### src/rtl/qcpu_uart_fifo.sv
`default_nettype none
// ============================================================================
// Module   : qcpu_uart_fifo
// Purpose  : TX/RX byte FIFOs between the QCPU I/O bus and the UART core,
//            with a start/busy launch sequencer and has_byte/clr_hb capture.
// Revision : 1.0 - initial release
// ============================================================================
module qcpu_uart_fifo #(
  parameter int DEPTH_LOG2 = 3
) (
  input  logic                  clk,
  input  logic                  rst,
  input  logic [7:0]            tx_data,
  input  logic                  tx_wr,
  output logic                  tx_full,
  output logic [DEPTH_LOG2:0]   tx_level,
  output logic                  tx_idle,
  output logic [7:0]            rx_data,
  input  logic                  rx_rd,
  output logic                  rx_empty,
  output logic [DEPTH_LOG2:0]   rx_level,
  output logic                  tx_ovf,
  output logic                  rx_udf,
  input  logic                  clr_err,
  output logic [7:0]            uart_din,
  output logic                  uart_start,
  input  logic                  uart_busy,
  input  logic [7:0]            uart_dout,
  input  logic                  uart_has_byte,
  output logic                  uart_clr_hb
);

  localparam int c_DEPTH = 1 << DEPTH_LOG2;
  localparam int c_PW    = DEPTH_LOG2 + 1;

  typedef enum logic [1:0] {
    S_IDLE      = 2'd0,
    S_LAUNCH    = 2'd1,
    S_WAIT_BUSY = 2'd2,
    S_WAIT_DONE = 2'd3
  } tx_state_t;

  tx_state_t        r_state;
  logic             r_uart_start;
  logic [7:0]       r_uart_din;
  logic             r_clr_hb;
  logic             r_tx_ovf;
  logic             r_rx_udf;

  logic [c_PW-1:0]  r_tx_wptr;
  logic [c_PW-1:0]  r_tx_rptr;
  logic [7:0]       r_tx_mem [c_DEPTH];
  logic [c_PW-1:0]  r_rx_wptr;
  logic [c_PW-1:0]  r_rx_rptr;
  logic [7:0]       r_rx_mem [c_DEPTH];

  logic             w_tx_empty;
  logic             w_tx_full;
  logic             w_tx_push;
  logic             w_tx_pop;
  logic             w_rx_empty;
  logic             w_rx_full;
  logic             w_rx_push;
  logic             w_rx_pop;

  // Full and empty are derived from pre-edge pointers only, so a same-cycle
  // pop never makes room for a write that arrives while full.
  assign w_tx_empty = (r_tx_wptr == r_tx_rptr);
  assign w_tx_full  = (r_tx_wptr[DEPTH_LOG2-1:0] == r_tx_rptr[DEPTH_LOG2-1:0]) &&
                      (r_tx_wptr[DEPTH_LOG2] != r_tx_rptr[DEPTH_LOG2]);
  assign w_tx_push  = tx_wr && !w_tx_full;
  assign w_tx_pop   = (r_state == S_IDLE) && !w_tx_empty;

  assign w_rx_empty = (r_rx_wptr == r_rx_rptr);
  assign w_rx_full  = (r_rx_wptr[DEPTH_LOG2-1:0] == r_rx_rptr[DEPTH_LOG2-1:0]) &&
                      (r_rx_wptr[DEPTH_LOG2] != r_rx_rptr[DEPTH_LOG2]);
  // clr_hb high means the core still shows the byte just taken.
  assign w_rx_push  = uart_has_byte && !w_rx_full && !r_clr_hb;
  assign w_rx_pop   = rx_rd && !w_rx_empty;

  always_ff @(posedge clk) begin
    if (w_tx_push) begin
      r_tx_mem[r_tx_wptr[DEPTH_LOG2-1:0]] <= tx_data;
    end
  end

  always_ff @(posedge clk) begin
    if (w_rx_push) begin
      r_rx_mem[r_rx_wptr[DEPTH_LOG2-1:0]] <= uart_dout;
    end
  end

  always_ff @(posedge clk) begin
    if (rst) begin
      r_tx_wptr <= '0;
      r_tx_rptr <= '0;
      r_rx_wptr <= '0;
      r_rx_rptr <= '0;
    end else begin
      if (w_tx_push) r_tx_wptr <= r_tx_wptr + c_PW'(1);
      if (w_tx_pop)  r_tx_rptr <= r_tx_rptr + c_PW'(1);
      if (w_rx_push) r_rx_wptr <= r_rx_wptr + c_PW'(1);
      if (w_rx_pop)  r_rx_rptr <= r_rx_rptr + c_PW'(1);
    end
  end

  always_ff @(posedge clk) begin
    if (rst) begin
      r_state      <= S_IDLE;
      r_uart_start <= 1'b0;
      r_uart_din   <= 8'h00;
    end else begin
      r_uart_start <= 1'b0;
      case (r_state)
        S_IDLE: begin
          if (!w_tx_empty) begin
            r_uart_din   <= r_tx_mem[r_tx_rptr[DEPTH_LOG2-1:0]];
            r_uart_start <= 1'b1;
            r_state      <= S_LAUNCH;
          end
        end
        S_LAUNCH: begin
          r_state <= S_WAIT_BUSY;
        end
        // The core raises busy a couple of cycles after start; wait for it
        // so the next launch cannot overlap the frame in flight.
        S_WAIT_BUSY: begin
          if (uart_busy) r_state <= S_WAIT_DONE;
        end
        S_WAIT_DONE: begin
          if (!uart_busy) r_state <= S_IDLE;
        end
        default: r_state <= S_IDLE;
      endcase
    end
  end

  always_ff @(posedge clk) begin
    if (rst) begin
      r_clr_hb <= 1'b0;
      r_tx_ovf <= 1'b0;
      r_rx_udf <= 1'b0;
    end else begin
      r_clr_hb <= w_rx_push;
      if (tx_wr && w_tx_full) begin
        r_tx_ovf <= 1'b1;
      end else if (clr_err) begin
        r_tx_ovf <= 1'b0;
      end
      if (rx_rd && w_rx_empty) begin
        r_rx_udf <= 1'b1;
      end else if (clr_err) begin
        r_rx_udf <= 1'b0;
      end
    end
  end

  assign tx_full     = w_tx_full;
  assign tx_level    = r_tx_wptr - r_tx_rptr;
  assign tx_idle     = w_tx_empty && (r_state == S_IDLE);
  assign rx_empty    = w_rx_empty;
  assign rx_level    = r_rx_wptr - r_rx_rptr;
  assign rx_data     = w_rx_empty ? 8'h00 : r_rx_mem[r_rx_rptr[DEPTH_LOG2-1:0]];
  assign tx_ovf      = r_tx_ovf;
  assign rx_udf      = r_rx_udf;
  assign uart_din    = r_uart_din;
  assign uart_start  = r_uart_start;
  assign uart_clr_hb = r_clr_hb;

endmodule
`default_nettype wire

### config.mk
export PLATFORM = sky130hd
export DESIGN_NAME = qcpu_uart_fifo
export DESIGN_NICKNAME = d
export VERILOG_FILES = /design/src/rtl/qcpu_uart_fifo.sv
export SDC_FILE = /design/constraint.sdc
export NUM_CORES = 1
export LEC_CHECK = 0
export CAP_MARGIN = 20
export CORE_UTILIZATION = 50
export CTS_CLUSTER_SIZE = 24
export DETAILED_ROUTE_END_ITERATION = 7
export HOLD_SLACK_MARGIN = 0.03
export PLACE_DENSITY = 0.75
export REMOVE_ABC_BUFFERS = 1
export SLEW_MARGIN = 25
export SYNTH_ARGS = -nofsm -noshare
export SYNTH_HDL_FRONTEND = slang
export SYNTH_SLANG_ARGS = --single-unit
### constraint.sdc
create_clock -name clk -period 3.5 [get_ports clk]
set_input_delay 0.35 -clock clk [delete_from_list [all_inputs] [get_ports clk]]
set_output_delay 0.35 -clock clk [all_outputs]
set_load 0.1 [all_outputs]
==> metrics.txt <==
Setup-failing EPs final=0; nature of the critical path endpoint=output pin; layout cells sized above 1=0.206; Least-Margin Pin Slew=0.978 ns; I/O Buffers=53; Wirelength per Cell=19.0 um; CTS Buf Count=17; syn avg cell area=16.2 sq um; CP arrival=2.38 ns; largest net degree at the start of global routing=32; Synth Area in XOR/XNOR=0.0262; Main synth FF type=edfxtp_1; Synth top cells by count=edfxtp_1 (128), nor2_1 (47), dfxtp_1 (33); clock sink total=161; share of total power in the clock network=0.288; final hold vios=0; CTS tree=yes; clk_skew=0.00729 ns; Synth cell types=43; Vias=3620; H-tree Lvls=4; overall power=6.17 mW; CP dominant cell by count=buf_4; worst hold path type=reg2reg; Seq pwr share=0.365; Post-DRT Antenna Nets=0; vias per cell=5.46; Net count, final=516; CTS Hold Bufs=0; GRT Total Usage=0.204; crit-path max FO=10; Seq cells post-synth=161; Compound-Gate Fraction of Synth Area=0.0433; Final Max Slew Viols=0; initial core utilization=0.518; Net Sw Frac=0.386; Synth Instances=407; EDFF count, synth=128; Core Rows=41; multi-input logic area=0.00190 sq mm; area grow syn2layout=19.5%; gp weighted congestion=0.823; DRT Wirelength=12.6 mm; clk_lat worst skew=0.42 ns; clock root cell=clkbuf_16; Critical Path Source Type=register; relative slew slack=0.346; Setup CP Type=reg2out; combinational share of power=0.347; First-pass DRT Iterations=4; Syn Std Cell Area=0.00659 sq mm; Remaining DRCs=0; Pleak=2.70 nW; slowest cell delay on critical path=0.60 ns; clk slew on worst S/H paths=0.06 ns; CP cell instances=buf_4 > mux4_2 > mux2i_1 > nor2_1 > buf_4; area of the die=0.0136 sq mm; Die Ht=117 um; FMAX=366 MHz; Sequential Area=0.00450 sq mm; Critical path buffers and inverters=2; Peak VDD IR=0.000643 V; Die X=117 um; minimum clock period after layout=2.73 ns; Worst path top cell family by delay=multiplexers; core area=0.0127 sq mm; synth top area cells=edfxtp_1 (58%), dfxtp_1 (10%), mux4_2 (8.2%), mux2i_1 (4.3%), nor2_1 (2.7%); post-synth top area share=0.583; fraction of the yosys area taken by sequential cells=0.683; mux share of post-synthesis cell area=0.126; post-CTS setup buffers=0; clk buf depth=2; largest family of logic cells by synthesized area=multiplexers; RSZ-0062 raised after global routing=false; Remaining Overflow, GRT=0; Int Pwr=3.79 mW; Syn. warnings=0; # IOs=54; ant diodes=0; final worst-path cycle share=0.781; Worst EP required=3.15 ns; Post-Synth Simple-Gate Area=0.0619; Resized Gates After CTS=0; NetSw=2.38 mW; filler instances=989; Power Dens Cells=784 mW/mm^2; vias in the first global route=3660; most frequent cell after synthesis=edfxtp_1; Starting DRT DRC Count=269; crit path max-delay cell type=dfxtp_1; antenna violations before repair=0; max-cap viol count=0; Post-synth ARST share=0; status=completed; post-synth top area cell=edfxtp_1; placed wire-length estimate=7.92 mm; global-route wire length before repair=19.6 mm; adder-cell area share of the yosys netlist=0.0308; Worst Hold Slack=0.496 ns
[power groups by stage]
stage          Clock [mW]  Sequential [mW]  Combinational [mW]
3_5_place_dp            0             2.30                2.15
2_1_floorplan           0             2.69                1.20
5_1_grt              1.88             2.27                2.26
4_1_cts              1.80             2.26                2.16
6_report             1.78             2.26                2.14
3_3_place_gp            0             2.29                2.13
[cell families (layout without fill, tap and decap cells)]
family          Yosys count  count (layout)
flops                   161             161
compound gates           40              40
buf+inv                  32             116
fa+ha+maj                15              15
simple gates             88              88
mux                      53              53
xor+xnor                 18              18
[state kept, by name, indices dropped and copies added, names as in the netlist, named ones only]
register and count:
rx_udf 1, uart_start 1, r_tx_rptr 4, uart_din 8
r_rx_rptr 4, uart_clr_hb 1, r_state 2, r_rx_wptr 4
r_tx_wptr 4, r_tx_mem 64, tx_ovf 1, r_rx_mem 64
[worst register-to-register path: stages (launching register included)]
cell and delay (ns):
dfxtp_1 0.48, ha_1 0.32, nand3_1 0.25, o21ai_2 0.13, or2_1 0.27, nor2_1 0.65
[final timing paths]
path                                   start        endpoint  slack, ns  cells after the start
worst max-delay path                register      rx_data[6]       0.77                      5
worst min register to register   uart_din[6]     uart_din[6]       0.50                      2
worst min-delay path             uart_din[6]     uart_din[6]       0.50                      2
worst max register to register  r_rx_wptr[2]  r_rx_mem[5][6]       1.03                      5
[per-layer routing]
layer | wire (um) | vias up | GRT usage
li1 | - | 1692 | -
met1 | 5200 | 1816 | 0.254
met2 | 6550 | 95 | 0.348
met3 | 693 | 17 | 0.0541
met4 | 180 | 0 | 0.0709
met5 | 0 | - | 0
[layout make-up]
cell class | instances | share of cell area
flip-flops and latches | 161 | 0.572
multi-input cells | 214 | 0.241
repair buffers | 68 | 0.0804
clock buffers | 18 | 0.0557
well taps | 172 | 0.0273
clock inverters | 14 | 0.0160
inverters | 16 | 0.00762
[layout by cell type, fill, tap and decap left out, types with 2 or more instances in the layout]
cell type,Yosys,layout
inv_1,16,16
a21o_1,2,2
or2_1,2,2
inv_6,0,5
nor2b_1,3,3
mux2i_1,28,28
xnor2_2,2,2
xor2_1,7,7
edfxtp_1,128,128
nor3_1,12,12
fa_1,2,2
mux4_2,24,24
dfxtp_1,33,33
o21ai_2,3,3
clkinvlp_4,0,3
nand2_1,8,8
ha_1,13,13
a211oi_1,9,9
clkbuf_16,0,17
xnor2_1,9,9
buf_12,2,3
clkinv_2,0,3
buf_4,0,31
nand2b_1,4,4
o22ai_1,8,8
nor2_1,47,47
nand3_1,2,2
clkdlybuf4s50_1,0,34
o211ai_1,6,6
and3_1,3,3
a21oi_1,8,8
[through the flow]
| stage | area (sq um) | setup TNS [ns] | util | std cells | setup slack, ns |
|---|---|---|---|---|---|
| after CTS | 7880 | 0 | 0.619 | 663 | 0.674 |
| after floorplan | 6460 | -0.198 | - | 391 | -0.198 |
| after detailed placement | 7310 | 0 | 0.575 | 631 | 0.986 |
| final | 7880 | 0 | 0.619 | 663 | 0.765 |
| after global routing | 7880 | 0 | 0.619 | 663 | 0.532 |
| after global placement | 7310 | 0 | 0.575 | 631 | 1.06 |
Note: power is estimated with default switching activity, not from simulation.
